**src/rtl/lif_pkg.sv**
```systemverilog
// Shared types and arithmetic helpers for the LIF neuron timestep sequencer.
package lif_pkg;

    typedef enum logic [1:0] {
        IDLE,
        FETCH,
        COMPUTE,
        DONE
    } lif_state_t;

    // Saturates a + b into a signed w-bit range; operands must already fit well inside 64 bits.
    function automatic logic signed [63:0] sat_add(
        input logic signed [63:0] a,
        input logic signed [63:0] b,
        input int unsigned        w
    );
        logic signed [63:0] sum;
        logic signed [63:0] max_v;
        logic signed [63:0] min_v;
        sum   = a + b;
        max_v = (64'sd1 <<< (w - 1)) - 64'sd1;
        min_v = -max_v - 64'sd1;
        if (sum > max_v) begin
            return max_v;
        end
        if (sum < min_v) begin
            return min_v;
        end
        return sum;
    endfunction

endpackage

```
**src/rtl/lif_update_datapath.sv**
```systemverilog
// Combinational leak / integrate / saturate / threshold step for a single neuron.
module lif_update_datapath
    import lif_pkg::*;
#(
    parameter int unsigned              WIDTH      = 32,
    parameter logic signed [WIDTH-1:0]  THRESHOLD  = 65536,
    parameter logic signed [WIDTH-1:0]  V_RESET    = 0,
    parameter int unsigned              LEAK_SHIFT = 4
) (
    input  logic signed [WIDTH-1:0] v,
    input  logic signed [WIDTH-1:0] current,
    output logic signed [WIDTH-1:0] new_v,
    output logic                    spike
);

    logic signed [WIDTH+1:0] v_ext;
    logic signed [WIDTH+1:0] leaked;
    logic signed [63:0]      sat;

    always_comb begin
        v_ext  = (WIDTH + 2)'(v);
        leaked = v_ext - (v_ext >>> LEAK_SHIFT);
        sat    = sat_add(64'(leaked), 64'(current), WIDTH);
        spike  = (sat >= 64'(THRESHOLD));
        new_v  = spike ? V_RESET : sat[WIDTH-1:0];
    end

endmodule

```
**src/rtl/lif_neuron_updater.sv**
```systemverilog
// Timestep sequencer: walks every neuron potential in SRAM, updates it and emits spike events.
module lif_neuron_updater
    import lif_pkg::*;
#(
    parameter int unsigned              WIDTH      = 32,
    parameter int unsigned              DEPTH      = 256,
    parameter logic signed [WIDTH-1:0]  THRESHOLD  = 65536,
    parameter logic signed [WIDTH-1:0]  V_RESET    = 0,
    parameter int unsigned              LEAK_SHIFT = 4
) (
    input  logic                        clk,
    input  logic                        reset,
    input  logic                        start,
    input  logic                        in_valid,
    input  logic signed [WIDTH-1:0]     in_current,
    output logic                        in_ready,
    output logic [$clog2(DEPTH)-1:0]    mem_addr,
    output logic                        mem_write_enable,
    output logic signed [WIDTH-1:0]     mem_write_word,
    input  logic signed [WIDTH-1:0]     mem_word,
    output logic                        spike_valid,
    output logic [$clog2(DEPTH)-1:0]    spike_id,
    output logic                        busy,
    output logic                        done
);

    localparam int unsigned     AW       = $clog2(DEPTH);
    localparam logic [AW-1:0]   LAST_IDX = AW'(DEPTH - 1);

    lif_state_t              state_q, state_d;
    logic [AW-1:0]           idx_q, idx_d;
    logic                    spike_valid_q, spike_valid_d;
    logic [AW-1:0]           spike_id_q, spike_id_d;
    logic                    handshake;
    logic                    dp_spike;
    logic signed [WIDTH-1:0] dp_new_v;

    lif_update_datapath #(
        .WIDTH      (WIDTH),
        .THRESHOLD  (THRESHOLD),
        .V_RESET    (V_RESET),
        .LEAK_SHIFT (LEAK_SHIFT)
    ) u_datapath (
        .v       (mem_word),
        .current (in_current),
        .new_v   (dp_new_v),
        .spike   (dp_spike)
    );

    always_ff @(posedge clk) begin
        if (!reset) begin
            state_q       <= IDLE;
            idx_q         <= '0;
            spike_valid_q <= 1'b0;
            spike_id_q    <= '0;
        end else begin
            state_q       <= state_d;
            idx_q         <= idx_d;
            spike_valid_q <= spike_valid_d;
            spike_id_q    <= spike_id_d;
        end
    end

    always_comb begin
        state_d       = state_q;
        idx_d         = idx_q;
        spike_valid_d = handshake && dp_spike;
        spike_id_d    = (handshake && dp_spike) ? idx_q : spike_id_q;
        case (state_q)
            IDLE: begin
                idx_d = '0;
                if (start) begin
                    state_d = FETCH;
                end
            end
            FETCH: begin
                state_d = COMPUTE;
            end
            COMPUTE: begin
                // Without a handshake the address and state simply hold, however long.
                if (in_valid) begin
                    if (idx_q == LAST_IDX) begin
                        state_d = DONE;
                    end else begin
                        idx_d   = idx_q + AW'(1);
                        state_d = FETCH;
                    end
                end
            end
            DONE: begin
                state_d = IDLE;
                idx_d   = '0;
            end
            default: begin
                state_d = IDLE;
                idx_d   = '0;
            end
        endcase
    end

    always_comb begin
        in_ready         = (state_q == COMPUTE);
        handshake        = in_ready && in_valid;
        mem_write_enable = handshake;
        mem_write_word   = handshake ? dp_new_v : '0;
        mem_addr         = idx_q;
        busy             = (state_q != IDLE);
        done             = (state_q == DONE);
        spike_valid      = spike_valid_q;
        spike_id         = spike_id_q;
    end

endmodule
```
**config.mk**
```make
export PLATFORM = sky130hd
export DESIGN_NAME = lif_neuron_updater
export DESIGN_NICKNAME = d
export VERILOG_FILES = /design/src/rtl/lif_pkg.sv /design/src/rtl/lif_update_datapath.sv /design/src/rtl/lif_neuron_updater.sv
export SDC_FILE = /design/constraint.sdc
export NUM_CORES = 1
export LEC_CHECK = 0
export CELL_PAD_IN_SITES_DETAIL_PLACEMENT = 0
export CELL_PAD_IN_SITES_GLOBAL_PLACEMENT = 1
export CORE_AREA = 4 4 112 114
export CTS_CLUSTER_DIAMETER = 40
export DETAILED_ROUTE_END_ITERATION = 10
export DIE_AREA = 0 0 116 118
export PLACE_DENSITY = 0.94
export SLEW_MARGIN = 0
export SYNTH_ARGS = -nofsm -noshare
export SYNTH_HDL_FRONTEND = slang
export SYNTH_SLANG_ARGS = --single-unit
```
**constraint.sdc**
```tcl
create_clock -name clk -period 17.8 [get_ports clk]
set_clock_uncertainty 0.15 [all_clocks]
set_input_delay 1.78 -clock clk [delete_from_list [all_inputs] [get_ports clk]]
set_output_delay 1.78 -clock clk [all_outputs]
set_load 0.005 [all_outputs]
```
[Yosys cells after proc, flatten, opt, wreduce, memory -nomap -nowiden]
Cells that the tools add are included.
Storage, ports and cells
  register bits: 19
  bits of input ports: 68
  output and inout port bits: 53
  logic and storage cells: 41
Cells by class
  add/sub/neg operators: 3
  order comparisons: 3
  equal/unequal tests: 7
  muxes and demuxes: 16
  reduce and logical (&&, ||, !) cells: 8
Operators by type and width (count)
  2-to-1 mux 64 bit: 4
  >= comparator 64 x 18 -> 1 bit (second input constant): 1
  greater-than comparator 64 x 32 -> 1 bit (second input constant): 1
  < comparator 64 x 32 -> 1 bit (second input constant): 1
  2-to-1 mux 32 bit: 2
  adder 33 x 32 -> 34 bit: 1
  subtractor 32 x 28 -> 33 bit: 1
  2-to-1 mux 8 bit: 2
  case mux 8 bit (2 select lines): 1
  adder 8 x 1 -> 8 bit (second input constant): 1
  equality test 8 bit (second input constant): 1
  case mux 2 bit (4 select lines): 1
  2-to-1 mux 2 bit: 3
  != test 2 bit (second input constant): 3
  equality test 2 bit (second input constant): 2
  nonzero test 2 bit: 2
  2-to-1 mux 1 bit: 3
  AND reduction 3 bit: 1
  equality test 2 x 1 -> 1 bit (second input constant): 1
  logical AND 1 bit: 2
  zero test 2 bit: 1
  AND reduction 2 bit: 1
  OR reduction 2 bit: 1

[Logic depth before layout (Yosys ltp)]
Gate-level depths: netlist of run 1.
  word-level depth: 10
  mapped depth: 25
  mapped depth without buffers: 24

[Cells and area by module]
Synthesis of run 1 repeated with hierarchy kept, for this count alone.
Unflattened totals
  cell total of the unflattened synthesis: 677
  area total of the unflattened synthesis: 4754.6 µm²
By module, submodules not included
  lif_update_datapath: times used 1, cells each 520, area an instance 3585.9 µm², seq. area each 0.0 µm²
  lif_neuron_updater: times used 1, cells each 157, area an instance 1168.6 µm², seq. area each 380.4 µm²

[Worst setup path after synthesis of run 1]
Ideal clock, no wire load.
  path kind: input -> output
  from: in mem_word[5]
  to: out mem_write_word[17]
  arrival time: 6.592 ns
  required time: 15.870 ns
  slack: 9.278 ns
  stages: 22
  path buffers: 2
  cells stage by stage: inv_1 -> fa_1 -> inv_1 -> fa_1 -> nand2b_1 -> a21oi_1 -> a21oi_2 -> o311ai_1 -> a31oi_1 -> o21ai_0 -> a21o_1 -> xor2_1 -> nand3_1 -> ha_1 -> clkbuf_1 -> nand2b_1 -> nand4b_1 -> or4_4 -> o41ai_4 -> nand3_2 -> buf_6 -> nor3b_2
On the way
  longest elaborated chain between the ends: 10
  elaborated cells between the ends (all ways): 13
  those cells by class: 2 x add/sub; 3 x order compare; 8 x mux
RTL lines
  start: declaration: RTL line lif_neuron_updater.sv:20  | input logic signed [WIDTH-1:0] mem_word,
  subtractor 32 x 28 -> 33 bit (*): RTL line lif_update_datapath.sv:22  | leaked = v_ext - (v_ext >>> LEAK_SHIFT);
  adder 33 x 32 -> 34 bit (*): RTL line lif_pkg.sv:20  | sum = a + b;
  < comparator 64 x 32 -> 1 bit: RTL line lif_pkg.sv:26  | if (sum < min_v) begin
  2-to-1 mux 1 bit (2 in a row): RTL line lif_pkg.sv:26
  2-to-1 mux 64 bit: RTL line lif_pkg.sv:29  | return sum;
  2-to-1 mux 64 bit (*): RTL line lif_pkg.sv:26
  >= comparator 64 x 18 -> 1 bit: RTL line lif_update_datapath.sv:24  | spike = (sat >= 64'(THRESHOLD));
  2-to-1 mux 32 bit (*): RTL line lif_update_datapath.sv:25  | new_v = spike ? V_RESET : sat[WIDTH-1:0];
  2-to-1 mux 32 bit (*): RTL line lif_neuron_updater.sv:105  | mem_write_word = handshake ? dp_new_v : '0;
  end: declaration: RTL line lif_neuron_updater.sv:19  | output logic signed [WIDTH-1:0] mem_write_word,
Mark *: on every way between the ends. The rest lies on a longest branch, timed or not. The select of a mux whose other input is x is not followed.

[Worst setup path in the final report of run 1]
  from: in mem_word[5]
  to: out mem_write_word[26]
The elaborated chain is that of the path after synthesis.

==> results.md, run 1 <==
* Status: complete, no violations
* Fin. Hold Viols at 0
* Clk_lat worst skew at 0.25 ns
* Routed Antenna Nets at 0
* Synth cell types at between 50 and 60
* Hold WS at 0.309 ns
* Final worst-path setup slack at ~6.7 ns
* DRC viols at 0
* NetSw at roughly 0.00021 W
* CTS Buffer Depth at 2
* CP Data Arrival Time at about 9 ns
* Vias in the first global route at 4196
* Slew Viols, Final at 0
* Area contributors post-synth: fa_1 (14%), ha_1 (12%), inv_1 (12%)
* Initial DRC count at ~180
* Min-delay src: spike_id[7]
* Asr flop ratio synth at 0%
* N_diodes at 0
* Worst-margin pin slew at 0.823 ns
* CP startpoint: mem_word[5]
* VDD IR-drop max at 60.5 uV
* Root buffer cell: clkbuf_16
* Setup WS pre-CTS at between 6 and 7 ns
* Tcrit/Tclk final at between 60% and 70%
* Critical Path End Type: primary output
* Via Count at ~4200
* Post-synth net total at around 730
* CP required at around 16 ns
* CP Max Fanout at 39
* Worst setup path end: mem_write_word[26]
* H-tree depth at 1
* Syn Inst Count at between 500 and 600
* GRT Overall Usage at between 10% and 20%
* Core area at around 11000 um^2
* RePlAce Congestion at roughly 0.96
* Drt wl/cell at approximately 15 um
* Leakage power at 2.56 nW
* Sw frac at 51.4%
* Hold/Removal Path Class: flip-flop to flip-flop
* FP Rows at 39
* Element type at the critical path start: input pin
* Kind of critical path: input pin to primary output
* Area leader, netlist: fa_1
* Reg2reg path depth at 8
* Sinks on the clock net at 19
* Count leader, synth: inv_1
* Final setup vio count at 0
* Slowest-stage cell, CP: nand3_2
* First-pass GRT wire length at about 21 mm
* Hold Crit Depth at 2
* # nets final at between 800 and 900
* Sequential power share at ~12%
* Peak Freq at ~0.090 GHz
* Sequential element share of the synthesized area at 8.77%
* Synth cell count leaders: inv_1 (136), nand2_1 (57), ha_1 (42), a21oi_1 (41), nor2_1 (36)
* Post-CTS Setup Bufs at 0
* DIE AREA at around 14000 um^2
* CTS resizes at 0
* Total Wirelength at 12.2 mm
* Clock network power share at roughly 11%
* Synthesized area per cell at roughly 7.4 um^2
* Post-synthesis cell area at 4340 um^2
* Synth top area share at approximately 14%
* Post-DP HPWL at around 11 mm
* Worst-path clk slew at 0.05 ns
* Pwr Total at between 0.0004 and 0.0005 W
* Slowest stage delay, CP at 0.72 ns
* Io pins at 121
* Period minus WS final at 11.14 ns
* EDFF count, synth at 0
* Max-cap viol count at 0
* Area Growth Syn to Fin at 31.2%
* RSZ-0062 raised after global routing: false
* R2R Path End: mem_addr[7]
* Post-CTS Hold Fix Bufs at 0
* Combinational fraction of design power at 76.3%
* TritonCTS clock tree: yes
* Starting Density at 38.0%
* Synth Warn # at 0
* IO Port Bufs at 120
* Largest net degree at the start of global routing at 40
* Setup TNS at 0 ns
* Share of cells above drive strength 1 at between 6 and 7%
* Commonest register cell after synthesis: dfxtp_1
* FF-to-FF setup slack at between 15 and 20 ns
* Pwr Density at 70.6 nW/um^2
* CTS buffer count at 3
* Die height at around 120 um
* Vias per Instance at ~5
* Seq cells post-synth at 19
* Relative slew slack at ~45%
* Antenna violations before repair at 0
* Die X-Extent at approximately 120 um
* Cell-internal power at 0.000195 W
* Gr ovfl total at 0
* DR pass1 iterations at 4
* R2r startpoint: state_q[0]
[cell usage in the layout, fill, tap and decap left out, drive strengths merged, types with 4 or more instances in the layout]
cell           synthesis  layout
a21o                   6       6
a21oi                 45      45
a31oi                  4       4
clkdlybuf4s50          0     120
dfxtp                 19      19
fa                    31      31
ha                    42      42
inv                  136     136
mux2i                 11      11
nand2                 57      57
nand2b                 5       5
nand3                 13      13
nand4                  8       8
nor2                  36      36
nor2b                  5       5
nor3                  27      27
nor3b                  7       7
nor4                   5       5
o21a                   8       8
o21ai                 26      26
or4                    4       4
xnor2                 21      21
xor2                  15      15
[cell families after synthesis]
logic type,Yosys count,synth area share [%]
AO/OA/AOI/OAI,115,17.9
AND/OR/NAND/NOR,177,22.7
buffers and inverters,156,14.4
adder cells (fa/ha/maj),73,26.4
flip-flops,19,8.77
multiplexers,11,2.54
XOR/XNOR,36,7.27
[power by group through the flow]
stage	clock, W	combinational [W]	sequential, W
5_1_grt	0.0000488	0.000344	0.0000501
3_3_place_gp	0	0.000303	0.0000499
4_1_cts	0.0000471	0.000306	0.0000496
3_5_place_dp	0	0.000304	0.0000505
6_report	0.0000457	0.000306	0.0000496
2_1_floorplan	0	0.000224	0.0000496
[per-stage QoR]
stage	cell area (um^2)	std cells	utilization, %
final	5690	835	49.8
after global routing	5690	835	49.8
after CTS	5690	835	49.8
after detailed placement	5610	831	49.1
after global placement	5610	831	49.1
after floorplan	4340	587	-
[worst max-delay path: cells and delay by family]
kind	cells	cell delay (ns)
AND/OR/NAND/NOR	8	2.35
AO/OA/AOI/OAI	7	1.80
buffers and inverters	5	1.62
adder cells (fa/ha/maj)	3	1.26
multiplexers	1	0.21
XOR/XNOR	1	0.18
[area by class of cell]
cell class                 instances  area (um^2)
fill                            1142         5730
tap                              143          179
clock inverter                     1         5.00
inverter                         136          510
sequential                        19          380
clock buffer                       3         75.1
timing repair buffer             121         1210
multi-input combinational        412         3330
[sequential cells by signal, summed over array words and instances, names as in the netlist]
signal / flops
mem_addr: 8
spike_id: 8
state_q: 2
spike_valid: 1
[routing by layer]
metal | up-vias | routed length (um) | global-route usage, %
met5 | - | 0 | 0
met2 | 118 | 5660 | 29.6
met1 | 1923 | 5580 | 24.6
li1 | 2122 | - | -
met3 | 8 | 892 | 3.14
met4 | 0 | 91 | 1.96
[worst min path at each step]
| stage | end | slack [ns] |
|---|---|---|
| after detailed placement | spike_id[6] | 0.30 |
| after global placement | spike_id[2] | 0.30 |
| final | spike_id[7] | 0.31 |
| after floorplan | spike_id[0] | 0.30 |
| after CTS | spike_id[6] | 0.31 |
| after global routing | spike_id[6] | 0.33 |
Note: power is estimated with default switching activity, not from simulation.
==> inputs of run 2 (changes only) <==
--- a/config.mk
+++ b/config.mk
@@ -7,11 +7,11 @@
 export LEC_CHECK = 0
 export CELL_PAD_IN_SITES_DETAIL_PLACEMENT = 0
 export CELL_PAD_IN_SITES_GLOBAL_PLACEMENT = 1
-export CORE_AREA = 4 4 112 114
+export CORE_AREA = 4 4 115 117
 export CTS_CLUSTER_DIAMETER = 40
 export DETAILED_ROUTE_END_ITERATION = 10
-export DIE_AREA = 0 0 116 118
-export PLACE_DENSITY = 0.94
+export DIE_AREA = 0 0 119 121
+export PLACE_DENSITY = 0.9
 export SLEW_MARGIN = 0
 export SYNTH_ARGS = -nofsm -noshare
 export SYNTH_HDL_FRONTEND = slang
==> constraint.sdc (replaced) <==
create_clock -name clk -period 10.8 [get_ports clk]
set_clock_uncertainty 0.15 [all_clocks]
set_input_delay 1.08 -clock clk [delete_from_list [all_inputs] [get_ports clk]]
set_output_delay 1.08 -clock clk [all_outputs]
set_load 0.005 [all_outputs]
==> run 2 against run 1 <==
Against the previous run:
- via count decreased by 0.50%
- critical path depth fell by 1
- die area up 5.2%
- routed wire length shrank 0.65%
- setup slack got worse by 5.5 ns
- critical path type unchanged
- critical endpoint is now mem_write_word[19]
- largest cell class unchanged
==> results.md, run 2 (synthesized netlist as in run 1, its figures left out) <==
* Clk_lat worst skew at roughly 0.25 ns
* CTS Buffer Depth at 2
* Share of cells above drive strength 1 at between 6 and 7%
* Vias in the first global route at ~4300
* Period minus WS final at approximately 9.7 ns
* Total Wirelength at approximately 12 mm
* FF-to-FF setup slack at between 8 and 9 ns
* Worst-margin pin slew at between 0.8 and 0.9 ns
* VDD IR-drop max at 94.8 uV
* RSZ-0062 raised after global routing: false
* Slowest stage delay, CP at just over 0.7 ns
* Io pins at between 100 and 150
* CP Max Fanout at 37
* Routed Antenna Nets at 0
* N_diodes at 0
* Most frequent cells in the layout: inv_1 (136), clkdlybuf4s50_1 (120), nand2_1 (57)
* Post-CTS Setup Bufs at 0
* Drt wl/cell at about 14 um
* Starting Density at a little over a third
* Via Count at ~4200
* Setup TNS at 0 ns
* Register area at roughly 380 um^2
* Hold Crit Depth at 2
* CP Data Arrival Time at ~8.4 ns
* Peak Freq at slightly above 0.1 GHz
* Area of the multi-input gates at about 3300 um^2
* Leakage power at around 2.6 nW
* Status: complete, no violations
* CP required at between 9 and 10 ns
* Largest net degree at the start of global routing at 38
* IO Port Bufs at 120
* Root buffer cell: clkbuf_16
* Pwr Density at 115 nW/um^2
* R2R Path End: mem_addr[7]
* FP Rows at 41
* CTS buffer count at 3
* Finished Cell Area at 5730 um^2
* First-pass GRT wire length at ~20 mm
* DIE AREA at approximately 14000 um^2
* Post-CTS Hold Fix Bufs at 0
* Cell Area, Placed at ~5600 um^2
* Worst-path clk slew at approximately 0.05 ns
* Gr ovfl total at 0
* DRC viols at 0
* Area Growth Syn to Fin at 32.1%
* Antenna violations before repair at 0
* Kind of critical path: input pin to primary output
* Initial DRC count at between 150 and 200
* CTS resizes at 0
* GRT Overall Usage at around 17%
* Fin. Hold Viols at 0
* DR pass1 iterations at 5
* R2r startpoint: state_q[0]
* # fillers at approximately 1300
* Sinks on the clock net at 19
* Die height at roughly 120 um
* Hold EP: spike_id[7]
* Max-cap viol count at 0
* # nets final at between 800 and 900
* Critical Path End Type: primary output
* Slowest-stage cell, CP: nand3_2
* RePlAce Congestion at 0.887
* Relative slew slack at ~44%
* Post-DP HPWL at about 11 mm
* Reg2reg path depth at 7
* Slew Viols, Final at 0
* Commonest non-fill, non-tap cell in the layout: inv_1
* Final setup vio count at 0
* Vias per Instance at around 4.8
* CP cell instances: clkdlybuf4s50_1, inv_1, fa_1, inv_1, fa_1, nand2b_1, a21oi_1, a21oi_2, o311ai_1, a31oi_1, o21ai_0, a21o_1, xor2_1, nand3_1, ha_1, buf_4, nor2b_1, mux2i_1, o31ai_1, or4_4, o41ai_4, nand3_2, nor3b_2, clkdlybuf4s50_1
* Die X-Extent at 119 um
* CP startpoint: mem_word[5]
* Tcrit/Tclk final at about nine tenths
* Element type at the critical path start: input pin
* Core area at around 12000 um^2
* TritonCTS clock tree: yes
* Hold/Removal Path Class: flip-flop to flip-flop
* Min-delay src: spike_id[7]
* H-tree depth at 1
## run 2: power by group
part	total [W]	internal (W)	switching [W]
clock network	0.0000768	0.0000500	0.0000268
registers	0.0000810	0.0000753	0.00000568
logic	0.000499	0.000198	0.000301
## run 2: per-layer routing
layer / wire (um) / global-route usage (%)
met5: 0 / 0
met4: 65 / 1.09
met3: 749 / 2.56
met2: 5780 / 29.9
met1: 5550 / 22.1
## run 2: how the worst max path moves through the flow
stage	endpoint	slack, ns	cells after the start
5_1_grt	mem_write_word[19]	0.69	23
2_1_floorplan	mem_write_word[17]	3.68	22
6_report	mem_write_word[19]	1.14	24
3_5_place_dp	mem_write_word[19]	1.19	24
3_3_place_gp	mem_write_word[26]	1.39	23
4_1_cts	mem_write_word[19]	1.15	24
## run 2: area by class of cell
class | instances | share of cell area [%]
Multi-Input combinational cell | 412 | 58.2
Timing Repair Buffer | 121 | 21.1
Inverter | 136 | 8.91
Sequential cell | 19 | 6.64
Tap cell | 172 | 3.76
Clock buffer | 3 | 1.31
Clock inverter | 1 | 0.131
## run 2: through the flow
| step | hold slack (ns) | power, W | setup WS [ns] | instances | util, % |
|---|---|---|---|---|---|
| global placement | 0.294 | 0.000571 | 1.39 | 860 | 45.7 |
| floorplan | 0.301 | 0.000451 | 3.68 | 587 | - |
| detailed placement | 0.301 | 0.000580 | 1.19 | 860 | 45.7 |
| CTS | 0.311 | 0.000660 | 1.15 | 864 | 46.4 |
| global route | 0.328 | 0.000722 | 0.692 | 864 | 46.4 |
| finish | 0.312 | 0.000657 | 1.14 | 864 | 46.4 |
## run 2: worst max-delay path: cells and delay by family
kind / cells / cell delay (ns)
AOI/OAI and AO/OA: 8 / 1.99
adders and majority gates: 3 / 1.31
muxes: 1 / 0.22
buffers and inverters: 5 / 1.63
and+or+nand+nor: 6 / 2.02
xor gates and xnor gates: 1 / 0.17
==> inputs of run 3 (changes only) <==
--- a/config.mk
+++ b/config.mk
@@ -11,6 +11,7 @@
 export CTS_CLUSTER_DIAMETER = 40
 export DETAILED_ROUTE_END_ITERATION = 10
 export DIE_AREA = 0 0 119 121
+export MAX_ROUTING_LAYER = met4
 export PLACE_DENSITY = 0.9
 export SLEW_MARGIN = 0
 export SYNTH_ARGS = -nofsm -noshare
==> run 3 against run 2 <==
Against the previous run:
- total power up 1.1%
- register-to-register slack worse by 0.04 ns
- clock power hardly changed
- cell count is 0.12% higher
- combinational power up 1%
- worst hold slack worse by 0.0075 ns
- routed wire length grew 0.55%
- flip-flop and latch count is the same
- critical endpoint is now mem_write_word[16]
- global-route usage increased by 0.66 points
- largest cell class unchanged
==> results.md, run 3 (synthesized netlist as in run 1, its figures left out) <==
* Max-cap viol count at 0
* Clk_lat worst skew at 0.25 ns
* CTS buffer count at 3
* Sinks on the clock net at 19
* R2R Path End: mem_addr[7]
* TritonCTS clock tree: yes
* CP Max Fanout at 30
* Pwr Density at 116 nW/um^2
* DIE AREA at 14400 um^2
* Root buffer cell: clkbuf_16
* Slowest stage delay, CP at 0.75 ns
* Slew Viols, Final at 0
* Peak Freq at 0.104 GHz
* Routed Antenna Nets at 0
* Fin. Hold Viols at 0
* CP required at around 9.6 ns
* Antenna violations before repair at 0
* Hold Crit Depth at 2
* First-pass GRT wire length at slightly above 20 mm
* Hold/Removal Path Class: flip-flop to flip-flop
* Drt wl/cell at approximately 14 um
* Kind of critical path: input pin to primary output
* IO Port Bufs at 120
* Setup TNS at 0 ns
* Io pins at between 100 and 150
* Via Count at about 4200
* Vias per Instance at 4.87
* # nets final at approximately 840
* Worst setup path end: mem_write_word[16]
* FF-to-FF setup slack at 8.53 ns
* Post-CTS Setup Bufs at 0
* FP Rows at about 40
* Die X-Extent at between 100 and 150 um
* CTS Buffer Depth at 2
* CTS resizes at 0
* Worst-margin pin slew at roughly 0.87 ns
* Worst-path clk slew at 0.06 ns
* RePlAce Congestion at slightly below 0.9
* CP Data Arrival Time at about 8.4 ns
* Slowest-stage cell, CP: nand3_2
* Period minus WS final at around 9.6 ns
* DR pass1 iterations at 4
* Gr ovfl total at 0
* DRC viols at 0
* Total Wirelength at 12.2 mm
* Starting Density at between 30% and 40%
* RSZ-0062 raised after global routing: false
* Area Growth Syn to Fin at 32.3%
* Status: complete, no violations
* Post-CTS Hold Fix Bufs at 0
* CP startpoint: mem_word[5]
* R2r startpoint: state_q[0]
* Critical Path End Type: primary output
* Leakage power at around 2.6 nW
* Most frequent cells in the layout: inv_1 (136), clkdlybuf4s50_1 (120), nand2_1 (57)
* Post-DP HPWL at between 10 and 15 mm
* Largest net degree at the start of global routing at 31
* Vias in the first global route at ~4300
* Die height at roughly 120 um
* Final setup vio count at 0
* Relative slew slack at 41.6%
* Tcrit/Tclk final at ~90%
* Commonest non-fill, non-tap cell in the layout: inv_1
* H-tree depth at 1
* VDD IR-drop max at about 60 uV
* GRT Overall Usage at between 15 and 20%
* Setup WS pre-CTS at about 1.2 ns
* Share of cells above drive strength 1 at about 6.3%
* Core area at about 12000 um^2
* Initial DRC count at ~160
* Element type at the critical path start: input pin
* N_diodes at 0
* Reg2reg path depth at 8
* Final worst-path setup slack at about 1.2 ns
## run 3: cell count changes in the layout (fill, tap and decap cells not counted)
cell        before  now
buf_4            1    2
clkinv_2         0    1
clkinvlp_4       1    0
## run 3: through the flow
stage | hold WS (ns) | instance area (um^2) | total power (W) | util [%] | cells
2_1_floorplan | 0.301 | 4340 | 0.000451 | - | 587
3_3_place_gp | 0.294 | 5660 | 0.000583 | 45.7 | 861
3_5_place_dp | 0.301 | 5660 | 0.000587 | 45.7 | 861
4_1_cts | 0.309 | 5740 | 0.000668 | 46.4 | 865
5_1_grt | 0.324 | 5740 | 0.000730 | 46.4 | 865
6_report | 0.305 | 5740 | 0.000664 | 46.4 | 865
## run 3: report_power, final
| group | total (W) | internal [W] | switching, W |
|---|---|---|---|
| clock | 0.0000766 | 0.0000496 | 0.0000269 |
| combinational | 0.000506 | 0.000200 | 0.000306 |
| sequential | 0.0000814 | 0.0000753 | 0.00000610 |
## run 3: worst min path at each step
stage	from	to	slack (ns)
2_1_floorplan	spike_id[0]	spike_id[0]	0.30
3_3_place_gp	spike_id[2]	spike_id[2]	0.29
3_5_place_dp	spike_id[4]	spike_id[4]	0.30
4_1_cts	spike_id[4]	spike_id[4]	0.31
5_1_grt	spike_id[1]	spike_id[1]	0.32
6_report	spike_id[2]	spike_id[2]	0.30
## run 3: routing by layer
metal / vias to the layer above / track usage [%] / wire length, um
li1: 2128 / - / -
met1: 1959 / 22.6 / 5700
met2: 118 / 29.5 / 5840
met3: 10 / 2.28 / 565
met4: 0 / 2.46 / 100
met5: - / - / 0
## run 3: area by class of cell
cell class | count | area [um^2]
flip-flops and latches | 19 | 380
multi-input cells | 412 | 3330
clock inverters | 1 | 5.00
repair buffers | 122 | 1220
clock buffers | 3 | 75.1
well taps | 172 | 215
fillers | 1226 | 6630
inverters | 136 | 510
## run 3: critical path: cells and delay by family
family,cells,cell delay [ns]
and+or+nand+nor,8,2.37
AOI/OAI and AO/OA,7,1.82
buffers and inverters,5,1.45
adders and majority gates,3,1.28
muxes,1,0.20
xor gates and xnor gates,1,0.18
